### config.mk
export PLATFORM = sky130hd
export DESIGN_NAME = result_reader
export DESIGN_NICKNAME = d
export VERILOG_FILES = /design/src/rtl/result_reader_pkg.sv /design/src/rtl/result_reader.sv
export SDC_FILE = /design/constraint.sdc
export NUM_CORES = 1
export LEC_CHECK = 0
export ABC_CLOCK_PERIOD_IN_PS = 2800
export BUFFER_PORTS_ARGS = -buffer_cell sky130_fd_sc_hd__buf_2
export CORE_MARGIN = 5
export CORE_UTILIZATION = 50
export CTS_CLUSTER_DIAMETER = 50
export DETAILED_ROUTE_END_ITERATION = 10
export HOLD_SLACK_MARGIN = 0.15
export PLACE_DENSITY = 0.81
export RECOVER_POWER = 50
export SYNTH_ARGS = -nofsm -noshare
export SYNTH_HDL_FRONTEND = slang
export SYNTH_SLANG_ARGS = --single-unit
### constraint.sdc
create_clock -name CLOCK_50 -period 2.8 [get_ports CLOCK_50]
set_clock_uncertainty 0.2 [all_clocks]
set_input_delay 0.14 -clock CLOCK_50 [delete_from_list [all_inputs] [get_ports CLOCK_50]]
set_output_delay 0.14 -clock CLOCK_50 [all_outputs]
set_load 0.005 [all_outputs]
### src/rtl/result_reader_pkg.sv
// Shared definitions for the result read-out block: FSM encodings and
// address-map helpers used to size and locate the result matrix in data memory.
package result_reader_pkg;

    localparam logic [2:0] S_IDLE = 3'd0;
    localparam logic [2:0] S_RD   = 3'd1;
    localparam logic [2:0] S_CAP  = 3'd2;
    localparam logic [2:0] S_SEND = 3'd3;
    localparam logic [2:0] S_FIN  = 3'd4;

    function automatic int rr_clog2(input int value);
        int r;
        int v;
        r = 0;
        v = value - 1;
        while (v > 0) begin
            r = r + 1;
            v = v >> 1;
        end
        return r;
    endfunction

    // Result matrix sits after matrix1 (M*N words) and matrix2 (N*N2 words).
    function automatic int rr_base(input int m, input int n, input int n2);
        return m * n + n * n2;
    endfunction

endpackage

### src/rtl/result_reader.sv
// Streams the M x N2 result matrix out of CPU data memory once the program
// signals done, latching the CPU performance counters and a running checksum.
module result_reader
    import result_reader_pkg::*;
#(
    parameter int M  = 100,
    parameter int N  = 50,
    parameter int N2 = 2,
    parameter int W  = 32,
    parameter int AW = rr_clog2(M * N + N * N2 + M * N2)
) (
    input  logic          CLOCK_50,
    input  logic          rst,
    input  logic          done,
    input  logic [31:0]   clock_count,
    input  logic [31:0]   instr_cnt,
    output logic          mem_rd_en,
    output logic [AW-1:0] mem_addr,
    input  logic [W-1:0]  mem_rdata,
    output logic          out_valid,
    input  logic          out_ready,
    output logic [W-1:0]  out_data,
    output logic          out_last,
    output logic [W-1:0]  checksum,
    output logic [31:0]   cycles_lat,
    output logic [31:0]   instrs_lat,
    output logic          busy,
    output logic          finished,
    output logic [9:0]    LEDR
);

    localparam logic [AW-1:0] BASE_A = AW'(rr_base(M, N, N2));
    localparam logic [AW-1:0] LAST_A = AW'(M * N2 - 1);

    logic [2:0]    state;
    logic [AW-1:0] idx;
    logic          done_q;
    logic          trigger;

    // done_q resets high so a done level present at reset release is not an edge.
    assign trigger = done && !done_q;

    always_ff @(posedge CLOCK_50) begin
        if (rst) begin
            state      <= S_IDLE;
            idx        <= '0;
            done_q     <= 1'b1;
            out_data   <= '0;
            checksum   <= '0;
            cycles_lat <= '0;
            instrs_lat <= '0;
        end else begin
            done_q <= done;
            case (state)
                S_IDLE: begin
                    if (trigger) begin
                        cycles_lat <= clock_count;
                        instrs_lat <= instr_cnt;
                        checksum   <= '0;
                        idx        <= '0;
                        state      <= S_RD;
                    end
                end
                S_RD: state <= S_CAP;
                // Memory returns data one cycle after the strobe issued in RD.
                S_CAP: begin
                    out_data <= mem_rdata;
                    state    <= S_SEND;
                end
                S_SEND: begin
                    if (out_ready) begin
                        checksum <= checksum + out_data;
                        if (idx == LAST_A) begin
                            state <= S_FIN;
                        end else begin
                            idx   <= idx + AW'(1);
                            state <= S_RD;
                        end
                    end
                end
                S_FIN: state <= S_FIN;
                default: state <= S_IDLE;
            endcase
        end
    end

    assign mem_rd_en = (state == S_RD);
    assign mem_addr  = mem_rd_en ? (BASE_A + idx) : '0;
    assign out_valid = (state == S_SEND);
    assign out_last  = out_valid && (idx == LAST_A);
    assign busy      = (state == S_RD) || (state == S_CAP) || (state == S_SEND);
    assign finished  = (state == S_FIN);
    assign LEDR      = checksum[9:0];

endmodule

==> results of run 1 <==
==> state kept, by name, summed over array words and instances (netlist names) <==
signal and flops:
cycles_lat 32, checksum 32, out_data 32, instrs_lat 32, idx 13, state 3, done_q 1
==> metal layers <==
| layer | part of all wire (%) | up-vias | wire length (microns) | track usage, % |
|---|---|---|---|---|
| met1 | 39 | 3551 | 9280 | 32.7 |
| met2 | 47 | 396 | 11100 | 46.3 |
| li1 | - | 3758 | - | - |
| met3 | 9.7 | 81 | 2280 | 8.12 |
| met4 | 3.9 | 0 | 919 | 12.4 |
| met5 | 0 | - | 0 | 0 |
==> power by group through the flow <==
stage | sequential [mW] | clock [mW] | combinational (mW)
2_1_floorplan | 2.20 | 0 | 0.202
3_3_place_gp | 2.20 | 0 | 0.383
3_5_place_dp | 2.20 | 0 | 0.388
6_report | 2.16 | 2.13 | 0.509
4_1_cts | 2.16 | 2.16 | 0.496
5_1_grt | 2.17 | 2.25 | 0.554
==> kinds of logic after synthesis <==
logic type                 count (synthesis)
muxes                                      2
xor gates and xnor gates                  45
and+or+nand+nor                          378
adders and majority gates                 36
buffers and inverters                     86
DFF                                      145
AOI/OAI and AO/OA                        235
==> cell usage after synthesis, types with 11 or more instances <==
cell type / number / area share [%]
xor2_1: 23 / 2.8
clkbuf_1: 55 / 2.9
and3_1: 11 / 0.97
o21ai_1: 11 / 0.77
dfxtp_1: 145 / 41
nand3_1: 13 / 0.91
a21oi_1: 134 / 9.4
ha_1: 35 / 6.2
nor2_1: 62 / 3.3
a21o_1: 17 / 1.8
xnor2_1: 22 / 2.7
o21ai_0: 29 / 2.0
nand4_1: 11 / 0.97
nand2_1: 241 / 13
inv_1: 16 / 0.84
==> repair_timing <==
action,CTS,global route
gates resized for setup,0,8
setup buffers,0,1
endpoints found under the setup margin,0,10
endpoints found under the hold margin,118,0
hold buffers,99,0
==> area by class of cell <==
type	instances	area [sq um]	area share, %
multi-input combinational	696	3900	39.5
sequential	145	2900	29.4
timing repair buffer	367	2230	22.6
clock buffer	21	450	4.56
tap	180	225	2.28
clock inverter	11	108	1.09
inverter	16	60.1	0.608
==> per-stage QoR <==
step	power [mW]	area (sq um)
finish	4.80	9880
global placement	2.58	8420
floorplan	2.40	7120
global route	4.97	9880
detailed placement	2.59	8420
CTS	4.81	9970
==> critical path: stages (launching register included) <==
cell,delay (ps)
dfxtp_1,340
ha_2,210
inv_1,60
fa_1,400
nor2b_1,180
o2111ai_1,170
a21oi_2,280
a21oi_4,140
o21ai_2,200
a41oi_2,140
xor2_1,160
o21ai_1,130
==> path summary, 6_finish.rpt <==
kind / cells past startpoint / start / endpoint / slack, ps
worst max-delay path: 11 / out_data[0] / checksum[30] / 100
worst min-delay path: 2 / instrs_lat[19] / instrs_lat[19] / 250
worst max register to register: 11 / out_data[0] / checksum[30] / 100
worst min register to register: 2 / instrs_lat[19] / instrs_lat[19] / 250
==> results.toml, run 1 <==
[floorplanning]
start_util_pct = 51.1
row_count = 43
core_region_area_sq_mm = 0.0139
dieHeight_microns = 129
dieArea_sq_mm = 0.0167
die_w_microns = 129
boundaryPins = 256

[power_and_ir_drop]
power_frac_comb_pct = 10.6
switching_share_pct = 24.6
p_leak_nw = 4.22
clockPowerShare_pct = 44.3
powerDensity_mw_per_mm2 = 486
p_int_mw = 3.62
p_sw_mw = 1.18
p_seq_share_pct = 45.1
peakVddDrop_mv = 0.416

[yosys]
syn_area_per_cell_sq_um = 7.68
ys.flop_type = "dfxtp_1"
synth_top_family_by_area = "simple AND/OR/NAND/NOR gates"
ys_ff_latch = 145
synth_compound_area_share_pct = 19.2
ys_warn_count = 0
syn-cell-area_sq_mm = 0.00712
async_flop_share_pct = 0
syn_inst = 927
synth_xor_area_share_pct = 5.54
synth_edf_count = 0
post_synth_mux_area_share_pct = 0.281
synthSimpleGateAreaFrac_pct = 22.6
synth_fp_nets = 1063
synth_cell_type_count = 52
synthAdderAreaFrac_pct = 6.43
yosysSeqAreaShare_pct = 40.8

[route]
wl_per_cell_microns = 16.4
wirelength_mm = 23.6
ant_nets = 0
drc_errors = 0
via_count = 7786
first_pass_iters = 6
dr.first_iter.drc_count = 576
viasPerCell = 5.42

[clock_network]
htree_levels = 4
cts_tree = "done"
clock_path_buffers = 2
clock-sinks = 145
clk_pin_slew_worst_paths_ps = 60
clock-root-buffer = "clkbuf_16"
insertion_delay_ps = 420
cts_buffers = 17

[finish]
stdcell_count = 1436
nFillCells = 1065
areaGrowthSynthToFinish_pct = 38.8
final_cell_mix = "nand2_1 (241), buf_2 (155), dfxtp_1 (145)"
nets = 1379
mostFrequentLayoutCell = "nand2_1"
drive_above_1_share_pct = 17.4
antenna_cells = 0
fin_util_pct = 70.9

[global_routing]
grt_antenna_before_repair = 0
track_usage_pct = 27.6
grt_pass1_vias = 7663
grt_pass1_wl_mm = 37.3
grt_max_degree = 65
gr-total-overflow = 0

[timing]
final.setup.tns_ps = 0
holdWs_ps = 253
max_slew.worst_pin.slew_ps = 1100
max_freq_ghz = 0.371
setup_violations = 0
layout_setup_ws_ps = 102
maxSlewHeadroom_pct = 26.2
period_share_pct = 96.3
hold_violations = 0
timing.final.crit_period_ps = 2700
maxSlewViolCount = 0

[place]
gp_congestion = 0.912
port_buffers = 255
dp.cells = 1304
place_hpwl_mm = 14.7
pre_cts_ws_ps = 17.4

[setup_path]
arrival_ps = 2840
cp-start-kind = "flop"
cp.required_ps = 2940
critPathKind = "reg2reg"
crit_path_end_kind = "flop"
worstPathMaxFanout = 6

[worst_hold_path]
hp-class = "reg2reg"

[outcome]
status = "finished, final reports clean"

[flow_run]
cap_viol_max_count = 0
Note: power is estimated with default switching activity, not from simulation.
==> inputs of run 2 (changes only) <==
- ABC_AREA: unset -> 1
- CORE_MARGIN: 5 -> 2
- CORE_UTILIZATION: 50 -> 52
- GPL_ROUTABILITY_DRIVEN: unset -> 0
- PLACE_DENSITY: 0.81 -> 0.82
==> run 2 against run 1 <==
Non-clock buffer count increased by 14. Area after synthesis increased by 16%. Synthesized cell count increased by 36%. Via count increased by 24%. Largest cell class unchanged. Highest routed layer unchanged. Fmax increased by 4.8%.
==> results.toml, run 2 <==
[outcome]
status = "finished, final reports clean"

[clock_network]
cts_tree = "done"
htree_levels = 4
clock_path_buffers = 2
clk_pin_slew_worst_paths_ps = 60
clock-sinks = 145
insertion_delay_ps = 420
cts_buffers = 17
post_cts_buffers = 0
clock-root-buffer = "clkbuf_16"

[timing]
period_share_pct = 92.0
max_freq_ghz = 0.388
holdWs_ps = 281
max_slew.worst_pin.slew_ps = 825
rsz0062_at_grt = "no"
hold_violations = 0
timing.final.crit_period_ps = 2570
maxSlewHeadroom_pct = 45.0
setup_violations = 0
layout_setup_ws_ps = 225
final.setup.tns_ps = 0
maxSlewViolCount = 0

[finish]
drive_above_1_share_pct = 15.9
nets = 1742
mostFrequentLayoutCell = "nand2_1"
stdcell_count = 1835
nFillCells = 1289
final_cell_mix = "nand2_1 (272), nor2_1 (259), buf_2 (156)"
antenna_cells = 0
areaGrowthSynthToFinish_pct = 35.2

[yosys]
synth_common_cells = "nand2_1 (272), nor2_1 (259), dfxtp_1 (145), inv_1 (145), o21ai_0 (109)"
synth.largest_area_cell = "dfxtp_1"
async_flop_share_pct = 0
ys_ff_latch = 145
synth_top_area_share_pct = 35.0
syn-cell-area_sq_mm = 0.00829
syn_area_per_cell_sq_um = 6.57
ys.flop_type = "dfxtp_1"
synth_fp_nets = 1398
netlist_top_cells_area = "dfxtp_1 (35%), nand2_1 (12%), nor2_1 (12%)"
yosysSeqAreaShare_pct = 35.0
synth_cell_type_count = 38
ys_warn_count = 0
synth_edf_count = 0
syn_inst = 1262
yosysMostFrequentCell = "nand2_1"

[route]
viasPerCell = 5.26
wl_per_cell_microns = 15.3
dr.first_iter.drc_count = 553
via_count = 9648
ant_nets = 0
first_pass_iters = 6
drc_errors = 0
wirelength_mm = 28.1

[power_and_ir_drop]
peakVddDrop_mv = 0.402
p_sw_mw = 2.49
switching_share_pct = 35.7
p_seq_share_pct = 38.3
p_int_mw = 4.47
power_frac_comb_pct = 29.7
powerDensity_mw_per_mm2 = 621
p_leak_nw = 5.49
clockPowerShare_pct = 32.0

[setup_path]
arrival_ps = 2230
critical-path-slowest-cell = "dfxtp_1"
critPathKind = "reg2out"
crit_chain = "o21ai_1 > nand3_1 > inv_1 > nand3_1 > o21ai_0 > o21ai_0 > a21oi_1 > buf_2"
worstPathMaxFanout = 5
cpPeakStageDelay_ps = 370
cp.required_ps = 2460
cp_top_family = "compound AO/OA/AOI/OAI gates"
crit_path_end_kind = "output port"
cp-start-kind = "flop"
crit_buf_inv = 2

[floorplanning]
dieArea_sq_mm = 0.0170
die_w_microns = 130
dieHeight_microns = 130
start_util_pct = 52.8
boundaryPins = 256
row_count = 46
core_region_area_sq_mm = 0.0157

[place]
dp.cells = 1686
place_hpwl_mm = 17.7
pre_cts_ws_ps = 456
port_buffers = 255

[worst_hold_path]
hp-class = "reg2reg"

[global_routing]
track_usage_pct = 31.9
gr-total-overflow = 0
grt_pass1_wl_mm = 42.9
grt_pass1_vias = 8976
grt_max_degree = 98
grt_antenna_before_repair = 0

[flow_run]
cap_viol_max_count = 0
run 2: cell count changes after synthesis, sizes merged, moves of 35 or more:
cell	delta
nand3	+85
inv	+134
o21ai	+69
a21oi	-65
nand2	+35
nor2	+200
run 2: power by group through the flow:
stage / Sequential [mW] / Clock [mW] / Combinational [mW]
CTS: 2.62 / 2.25 / 2.03
global route: 2.70 / 2.35 / 2.28
finish: 2.67 / 2.23 / 2.06
floorplan: 2.69 / 0 / 1.13
global placement: 2.65 / 0 / 1.81
detailed placement: 2.66 / 0 / 1.85
run 2: metal layers:
| layer | part of all wire, % | routed length (microns) | global-route usage (%) | up-vias |
|---|---|---|---|---|
| li1 | - | - | - | 4696 |
| met1 | 39 | 11000 | 35.2 | 4330 |
| met4 | 4.7 | 1310 | 17.4 | 0 |
| met2 | 48 | 13600 | 56.7 | 506 |
| met5 | 0 | 0 | 0 | - |
| met3 | 8.0 | 2250 | 7.22 | 116 |
run 2: final timing paths:
| kind | startpoint | end | slack [ps] | cells past startpoint |
|---|---|---|---|---|
| worst max register to register | checksum[0] | checksum[16] | 310 | 13 |
| worst min register to register | instrs_lat[3] | instrs_lat[3] | 280 | 2 |
| worst min-delay path | instrs_lat[3] | instrs_lat[3] | 280 | 2 |
| worst max-delay path | idx[2] | mem_addr[11] | 230 | 8 |
run 2: worst min-delay path: cells and delay by family (launching register included):
family | cells | cell delay [ps]
and+or+nand+nor | 2 | 120
DFF | 1 | 320
run 2: kinds of logic after synthesis:
| group | Yosys count | synth area share [%] |
|---|---|---|
| buf+inv | 208 | 11.0 |
| simple gates | 671 | 34.6 |
| fa+ha+maj | 36 | 5.52 |
| flops | 145 | 35.0 |
| compound gates | 191 | 12.7 |
| xor+xnor | 11 | 1.16 |
run 2: layout make-up:
class | instances | area, sq um | area share, %
multi-input combinational | 909 | 4480 | 39.9
clock inverter | 15 | 150 | 1.34
timing repair buffer | 381 | 2420 | 21.5
inverter | 152 | 571 | 5.09
tap | 216 | 270 | 2.41
clock buffer | 17 | 425 | 3.79
sequential | 145 | 2900 | 25.9
run 2: per-stage QoR:
step / power [mW] / util, % / instance area (sq um)
2_1_floorplan: 3.83 / - / 8290
3_3_place_gp: 4.46 / 61.1 / 9600
3_5_place_dp: 4.51 / 61.1 / 9600
4_1_cts: 6.90 / 72.2 / 11300
5_1_grt: 7.33 / 71.4 / 11200
6_report: 6.96 / 71.4 / 11200
run 2: what timing repair did:
item / 4_1_cts / 5_1_grt
setup endpoints to repair: 0 / 1
endpoints found under the hold margin: 116 / 0
gates resized for setup: 0 / 1
hold buffers: 117 / 0
